$ cat src/rtl/pong_pkg.sv
// Shared constants for the pong game-flow controller: state and winner
// encodings, default point delay and key-field positions.
package pong_pkg;

  typedef logic [2:0] state_t;

  localparam state_t ST_IDLE  = 3'd0;
  localparam state_t ST_SERVE = 3'd1;
  localparam state_t ST_PLAY  = 3'd2;
  localparam state_t ST_PAUSE = 3'd3;
  localparam state_t ST_POINT = 3'd4;
  localparam state_t ST_OVER  = 3'd5;

  localparam logic [1:0] WIN_NONE  = 2'b00;
  localparam logic [1:0] WIN_LEFT  = 2'b01;
  localparam logic [1:0] WIN_RIGHT = 2'b10;
  localparam logic [1:0] WIN_DRAW  = 2'b11;

  localparam int WAIT_FRAMES_DEFAULT = 120;

  localparam int KEY_L_HI = 3;
  localparam int KEY_L_LO = 2;
  localparam int KEY_R_HI = 1;
  localparam int KEY_R_LO = 0;

endpackage

$ cat src/rtl/pong_game_ctrl_frame_timer.sv
// Frame-count down timer: loads a fixed value, counts frame ticks to zero
// and flags expiry while it reads zero.
module frame_timer #(
  parameter int W        = 7,
  parameter int LOAD_VAL = 120
) (
  input  logic clk,
  input  logic reset,
  input  logic load,
  input  logic tick,
  input  logic hold,
  output logic expired
);

  logic [W-1:0] cnt_q;

  // A tick coinciding with the load is dropped so the full delay is kept.
  always_ff @(posedge clk or posedge reset) begin
    if (reset) begin
      cnt_q <= '0;
    end else if (load) begin
      cnt_q <= W'(LOAD_VAL);
    end else if (tick && !hold && (cnt_q != '0)) begin
      cnt_q <= cnt_q - W'(1);
    end
  end

  assign expired = (cnt_q == '0);

endmodule

$ cat src/rtl/pong_game_ctrl.sv
// Two-player pong game-flow controller: game state, scores, ball budget,
// serve side, rally count and inter-point delays.
module pong_game_ctrl
  import pong_pkg::*;
#(
  parameter int MODE        = 0,
  parameter int NUM_BALLS   = 3,
  parameter int WIN_SCORE   = 11,
  parameter int WAIT_FRAMES = WAIT_FRAMES_DEFAULT,
  parameter int SCORE_W     = 7
) (
  input  logic               clk,
  input  logic               reset,
  input  logic               frame_tick,
  input  logic [3:0]         keys,
  input  logic               pause_key,
  input  logic               hit,
  input  logic               miss_l,
  input  logic               miss_r,
  output logic [2:0]         state,
  output logic               gra_still,
  output logic [SCORE_W-1:0] score_l,
  output logic [SCORE_W-1:0] score_r,
  output logic [3:0]         balls_left,
  output logic               serve_dir,
  output logic [1:0]         winner,
  output logic [7:0]         rally
);

  localparam int                 TW         = $clog2(WAIT_FRAMES + 1);
  localparam logic [SCORE_W-1:0] SCORE_MAX  = '1;
  localparam logic [SCORE_W-1:0] WIN_SC     = SCORE_W'(WIN_SCORE);
  localparam logic [3:0]         BALLS_INIT = (MODE == 0) ? 4'(NUM_BALLS) : 4'd0;

  state_t             state_q, state_d;
  logic [SCORE_W-1:0] score_l_q, score_l_d, score_r_q, score_r_d;
  logic [3:0]         balls_q, balls_d;
  logic               serve_q, serve_d;
  logic [1:0]         winner_q, winner_d;
  logic [7:0]         rally_q, rally_d;
  logic               gra_still_q;
  logic               key_prev_q, pause_prev_q;

  logic key_any, press_ev, pause_ev, timer_load, timer_exp, game_done;

  function automatic logic [SCORE_W-1:0] sat_score(input logic [SCORE_W-1:0] v);
    return (v == SCORE_MAX) ? v : v + SCORE_W'(1);
  endfunction

  function automatic logic [7:0] sat_rally(input logic [7:0] v);
    return (v == 8'hFF) ? v : v + 8'd1;
  endfunction

  assign key_any  = (|keys[KEY_L_HI:KEY_L_LO]) | (|keys[KEY_R_HI:KEY_R_LO]);
  assign press_ev = key_any & ~key_prev_q;
  assign pause_ev = pause_key & ~pause_prev_q;

  assign game_done = (MODE == 0) ? (balls_q == 4'd0)
                                 : ((score_l_q >= WIN_SC) || (score_r_q >= WIN_SC));

  frame_timer #(.W(TW), .LOAD_VAL(WAIT_FRAMES)) u_timer (
    .clk     (clk),
    .reset   (reset),
    .load    (timer_load),
    .tick    (frame_tick),
    .hold    (state_q == ST_PAUSE),
    .expired (timer_exp)
  );

  always_comb begin
    state_d    = state_q;
    score_l_d  = score_l_q;
    score_r_d  = score_r_q;
    balls_d    = balls_q;
    serve_d    = serve_q;
    winner_d   = winner_q;
    rally_d    = rally_q;
    timer_load = 1'b0;
    case (state_q)
      ST_IDLE:  if (press_ev) state_d = ST_SERVE;
      ST_SERVE: begin
        if (press_ev) begin
          state_d = ST_PLAY;
          if (MODE == 0) balls_d = balls_q - 4'd1;
        end
      end
      ST_PLAY: begin
        // Any miss ends the rally; a double miss is a void point.
        if (miss_l || miss_r) begin
          if (miss_l && !miss_r) begin
            score_r_d = sat_score(score_r_q);
            serve_d   = 1'b0;
          end else if (miss_r && !miss_l) begin
            score_l_d = sat_score(score_l_q);
            serve_d   = 1'b1;
          end
          rally_d    = '0;
          timer_load = 1'b1;
          state_d    = ST_POINT;
        end else begin
          if (hit) rally_d = sat_rally(rally_q);
          if (pause_ev) state_d = ST_PAUSE;
        end
      end
      ST_PAUSE: if (pause_ev) state_d = ST_PLAY;
      ST_POINT: begin
        if (timer_exp) begin
          if (game_done) begin
            state_d    = ST_OVER;
            timer_load = 1'b1;
            winner_d   = (score_l_q > score_r_q) ? WIN_LEFT :
                         (score_r_q > score_l_q) ? WIN_RIGHT : WIN_DRAW;
          end else begin
            state_d = ST_SERVE;
          end
        end
      end
      ST_OVER:  if (timer_exp) state_d = ST_IDLE;
      default:  state_d = ST_IDLE;
    endcase
    // Idle shows a fresh game; applied on entry as well as while resident.
    if (state_d == ST_IDLE) begin
      score_l_d = '0;
      score_r_d = '0;
      balls_d   = BALLS_INIT;
      winner_d  = WIN_NONE;
      serve_d   = 1'b1;
      rally_d   = '0;
    end
  end

  always_ff @(posedge clk or posedge reset) begin
    if (reset) begin
      state_q      <= ST_IDLE;
      score_l_q    <= '0;
      score_r_q    <= '0;
      balls_q      <= BALLS_INIT;
      serve_q      <= 1'b1;
      winner_q     <= WIN_NONE;
      rally_q      <= '0;
      gra_still_q  <= 1'b1;
      key_prev_q   <= 1'b0;
      pause_prev_q <= 1'b0;
    end else begin
      state_q      <= state_d;
      score_l_q    <= score_l_d;
      score_r_q    <= score_r_d;
      balls_q      <= balls_d;
      serve_q      <= serve_d;
      winner_q     <= winner_d;
      rally_q      <= rally_d;
      gra_still_q  <= (state_d != ST_PLAY);
      key_prev_q   <= key_any;
      pause_prev_q <= pause_key;
    end
  end

  assign state      = state_q;
  assign gra_still  = gra_still_q;
  assign score_l    = score_l_q;
  assign score_r    = score_r_q;
  assign balls_left = balls_q;
  assign serve_dir  = serve_q;
  assign winner     = winner_q;
  assign rally      = rally_q;

endmodule
$ cat config.mk
export PLATFORM = sky130hd
export DESIGN_NAME = pong_game_ctrl
export DESIGN_NICKNAME = d
export VERILOG_FILES = /design/src/rtl/pong_pkg.sv /design/src/rtl/pong_game_ctrl_frame_timer.sv /design/src/rtl/pong_game_ctrl.sv
export SDC_FILE = /design/constraint.sdc
export NUM_CORES = 1
export LEC_CHECK = 0
export ABC_AREA = 1
export CORE_AREA = 4 4 70 79
export CTS_BUF_LIST = sky130_fd_sc_hd__clkbuf_4
export DETAILED_ROUTE_END_ITERATION = 10
export DIE_AREA = 0 0 74 83
export GPL_ROUTABILITY_DRIVEN = 0
export PLACE_DENSITY = 0.8
export SLEW_MARGIN = 20
export SYNTH_ARGS = -nofsm -noshare
export SYNTH_HDL_FRONTEND = slang
export SYNTH_SLANG_ARGS = --single-unit
$ cat constraint.sdc
create_clock -name clk -period 2.1 [get_ports clk]
set_input_delay 0.63 -clock clk [delete_from_list [all_inputs] [get_ports clk]]
set_output_delay 0.63 -clock clk [all_outputs]
set_load 0.01 [all_outputs]
==> run metrics <==
post-synthesis average cell area 7.93 um2; Die Y 83 um; Setup Skew 0.0133 ns; GR Util met2 0.319; vias between 2k and 2.5k; clk slew on worst S/H paths around 0.12 ns; #FFs+latches synth 42; drt via density approximately 5; Cell variety after synth 32; Total Routing Usage GR 0.195; half-perimeter wire length after placement 4130 um; Final Hold Vio Count 0; met1 Track Usage GR 0.255; cts hold-fix bufs 0; CTS Buffer Depth 2; Ports 44; Clock Tree Root clkbuf_4; antenna-violating nets left 0; Setup CP Type register to output pin; antenna violations before repair 0; first-pass GRT wire length 9600 um; class of the worst hold path register to register; required time of the worst setup path 1.47 ns; run status finished, final reports clean; worst-margin pin slew approximately 0.30 ns; Net count, final 410; CP Capture Type output pin; Final Util 0.667; DP Cell Count 434; clock latency on the worst-skew pair ~0.36 ns; starting density of the core 0.523; yosys warns 0; period utilization 0.970; Final Slew Violations 0; GR peak layer met2; WP buf/inv 1; EDFF count, synth 0; CTS tree yes; Relative slew margins 0.798; IO buf count 43; crit path max fanout 1; fraction of layout instances using a drive strength above 1 0.151; Top delay family on crit path flip-flops; Post-synth top flop dfrtp_1; Slowest Stage Delay on Critical Path 0.53 ns; total power roughly 0.0023 W; FMAX 0.491 GHz; diode count 0; clock buffer count from CTS 5; Final setup violation count 0; GR Layer Usage met3 0.0412; final hold slack 0.527 ns; max-cap viol count 0; CP Launch Type register; Gate Count Post-Synth between 300 and 400; vias in the first global route 2172; RSZ-0062 raised after global routing false; router iterations before antenna repair 4; H-tree depth 2; drt drc 0; final WL 5450 um; worst-path cell chain clkdlybuf4s50_1; non-filler instance count after layout 443; Die Span X 74 um; Seq/Total Area, Yosys 0.418; Final TNS setup 0 ns; Tmin final 2.04 ns; std cell rows 27; P per Cell Area 708 nW/um2; Core Footprint between 4000 and 5000 um2; Iter 0 DRT Violations 145; Leak Pwr 1.52 nW; post-synthesis instance area 2530 um2; Post-Syn Nets 345; grt ovf 0; Worst path slowest cell dfstp_2; Max IR drop VDD between 0.4 and 0.5 mV; Async SR Flop Fraction 1.00; pin count of the biggest net entering global routing 43; die area just over 6000 um2; Arrival @ worst endpoint approximately 1.4 ns; # clock sinks 42; per-cell routed wire length 12.3 um; area delta synth->final 27.5%
## routing by layer
layer / part of all wire / wire [um] / up-vias
met3: 0.040 / 217 / 7
met5: 0 / 0 / -
met2: 0.50 / 2700 / 40
li1: - / - / 1158
met1: 0.45 / 2450 / 1041
met4: 0.015 / 79 / 0
## metrics by stage
stage | area [um2] | worst slack [ns]
3_5_place_dp | 3150 | -0.306
5_1_grt | 3220 | 0.00719
4_1_cts | 3200 | 0.00515
3_3_place_gp | 3150 | -0.209
2_1_floorplan | 2530 | 0.324
6_report | 3220 | 0.0621
## kinds of logic (layout without fill, tap and decap cells)
| kind of cell | count (synthesis) | count (layout) | synth area share |
|---|---|---|---|
| AO/OA/AOI/OAI | 27 | 27 | 0.0623 |
| buffers and inverters | 47 | 113 | 0.0787 |
| XOR/XNOR | 13 | 13 | 0.0450 |
| adder cells (fa/ha/maj) | 15 | 15 | 0.0742 |
| AND/OR/NAND/NOR | 175 | 175 | 0.322 |
| flip-flops | 42 | 42 | 0.418 |
## timing repair
| item | 4_1_cts | 5_1_grt |
|---|---|---|
| cloned | 0 | 0 |
| setup buffers | 0 | 1 |
| setup endpoints to repair | 2 | 12 |
| gates resized for setup | 2 | 8 |
| pin swaps | 0 | 2 |
## report_power, final
part	leakage, nW	switching (W)	internal (W)
clock network	0.0354	0.000269	0.000141
registers	0.537	0.000108	0.000903
logic	0.945	0.000499	0.000361
## path summary, 6_finish.rpt
check	endpoint	cells past startpoint	slack, ns	startpoint
max in group asynchronous	serve_dir	3	1.21	reset
setup reg to reg	rally[6]	12	0.29	u_timer.cnt_q[0]
hold reg to reg	balls_left[0]	2	0.53	balls_left[0]
setup / recovery	gra_still	1	0.06	gra_still
hold / removal	balls_left[0]	2	0.53	balls_left[0]
min in group asynchronous	score_l[4]	3	0.61	reset
## cell usage in the layout, fill, tap and decap left out, types with 3 or more instances in the layout
master / Yosys / routed
nand2_2: 5 / 5
buf_4: 1 / 16
nor2_1: 41 / 41
nor3_1: 7 / 7
clkbuf_4: 0 / 6
xor2_1: 12 / 12
nand3_1: 38 / 38
nand3_2: 3 / 3
ha_1: 15 / 15
o21ai_0: 8 / 8
dfrtp_2: 0 / 5
nor3b_1: 3 / 3
nor2_4: 4 / 5
dfstp_2: 4 / 4
nand2_1: 64 / 64
a21oi_1: 11 / 11
dfrtp_1: 38 / 33
inv_1: 41 / 40
clkdlybuf4s50_1: 0 / 40
nor2_2: 4 / 3
inv_2: 3 / 4
## flip-flops by register name, summed over array words and instances, names as in the netlist, 2 cells and up
register       flops
rally              8
score_l            7
score_r            7
u_timer.cnt_q      7
balls_left         4
state              3
winner             2
## final cells by class
cell class / instances / area (um2)
Timing Repair Buffer: 61 / 591
Tap cell: 58 / 72.6
Sequential cell: 42 / 1060
Clock buffer: 6 / 45.0
Fill cell: 412 / 1610
Inverter: 44 / 165
Clock inverter: 2 / 10.0
Multi-Input combinational cell: 230 / 1280
## cell usage after synthesis (all sizes together), types with 4 or more instances
cell type  count  area, um2
nor3           7       35.0
ha            15        188
dfrtp         38        951
xor2          12        105
dfstp          4        105
nand2         69        272
nand3         41        220
a21oi         12       63.8
inv           44        165
o21ai          8       40.0
nor2          49        224
No activity file was read; power rests on OpenSTA's default activity.
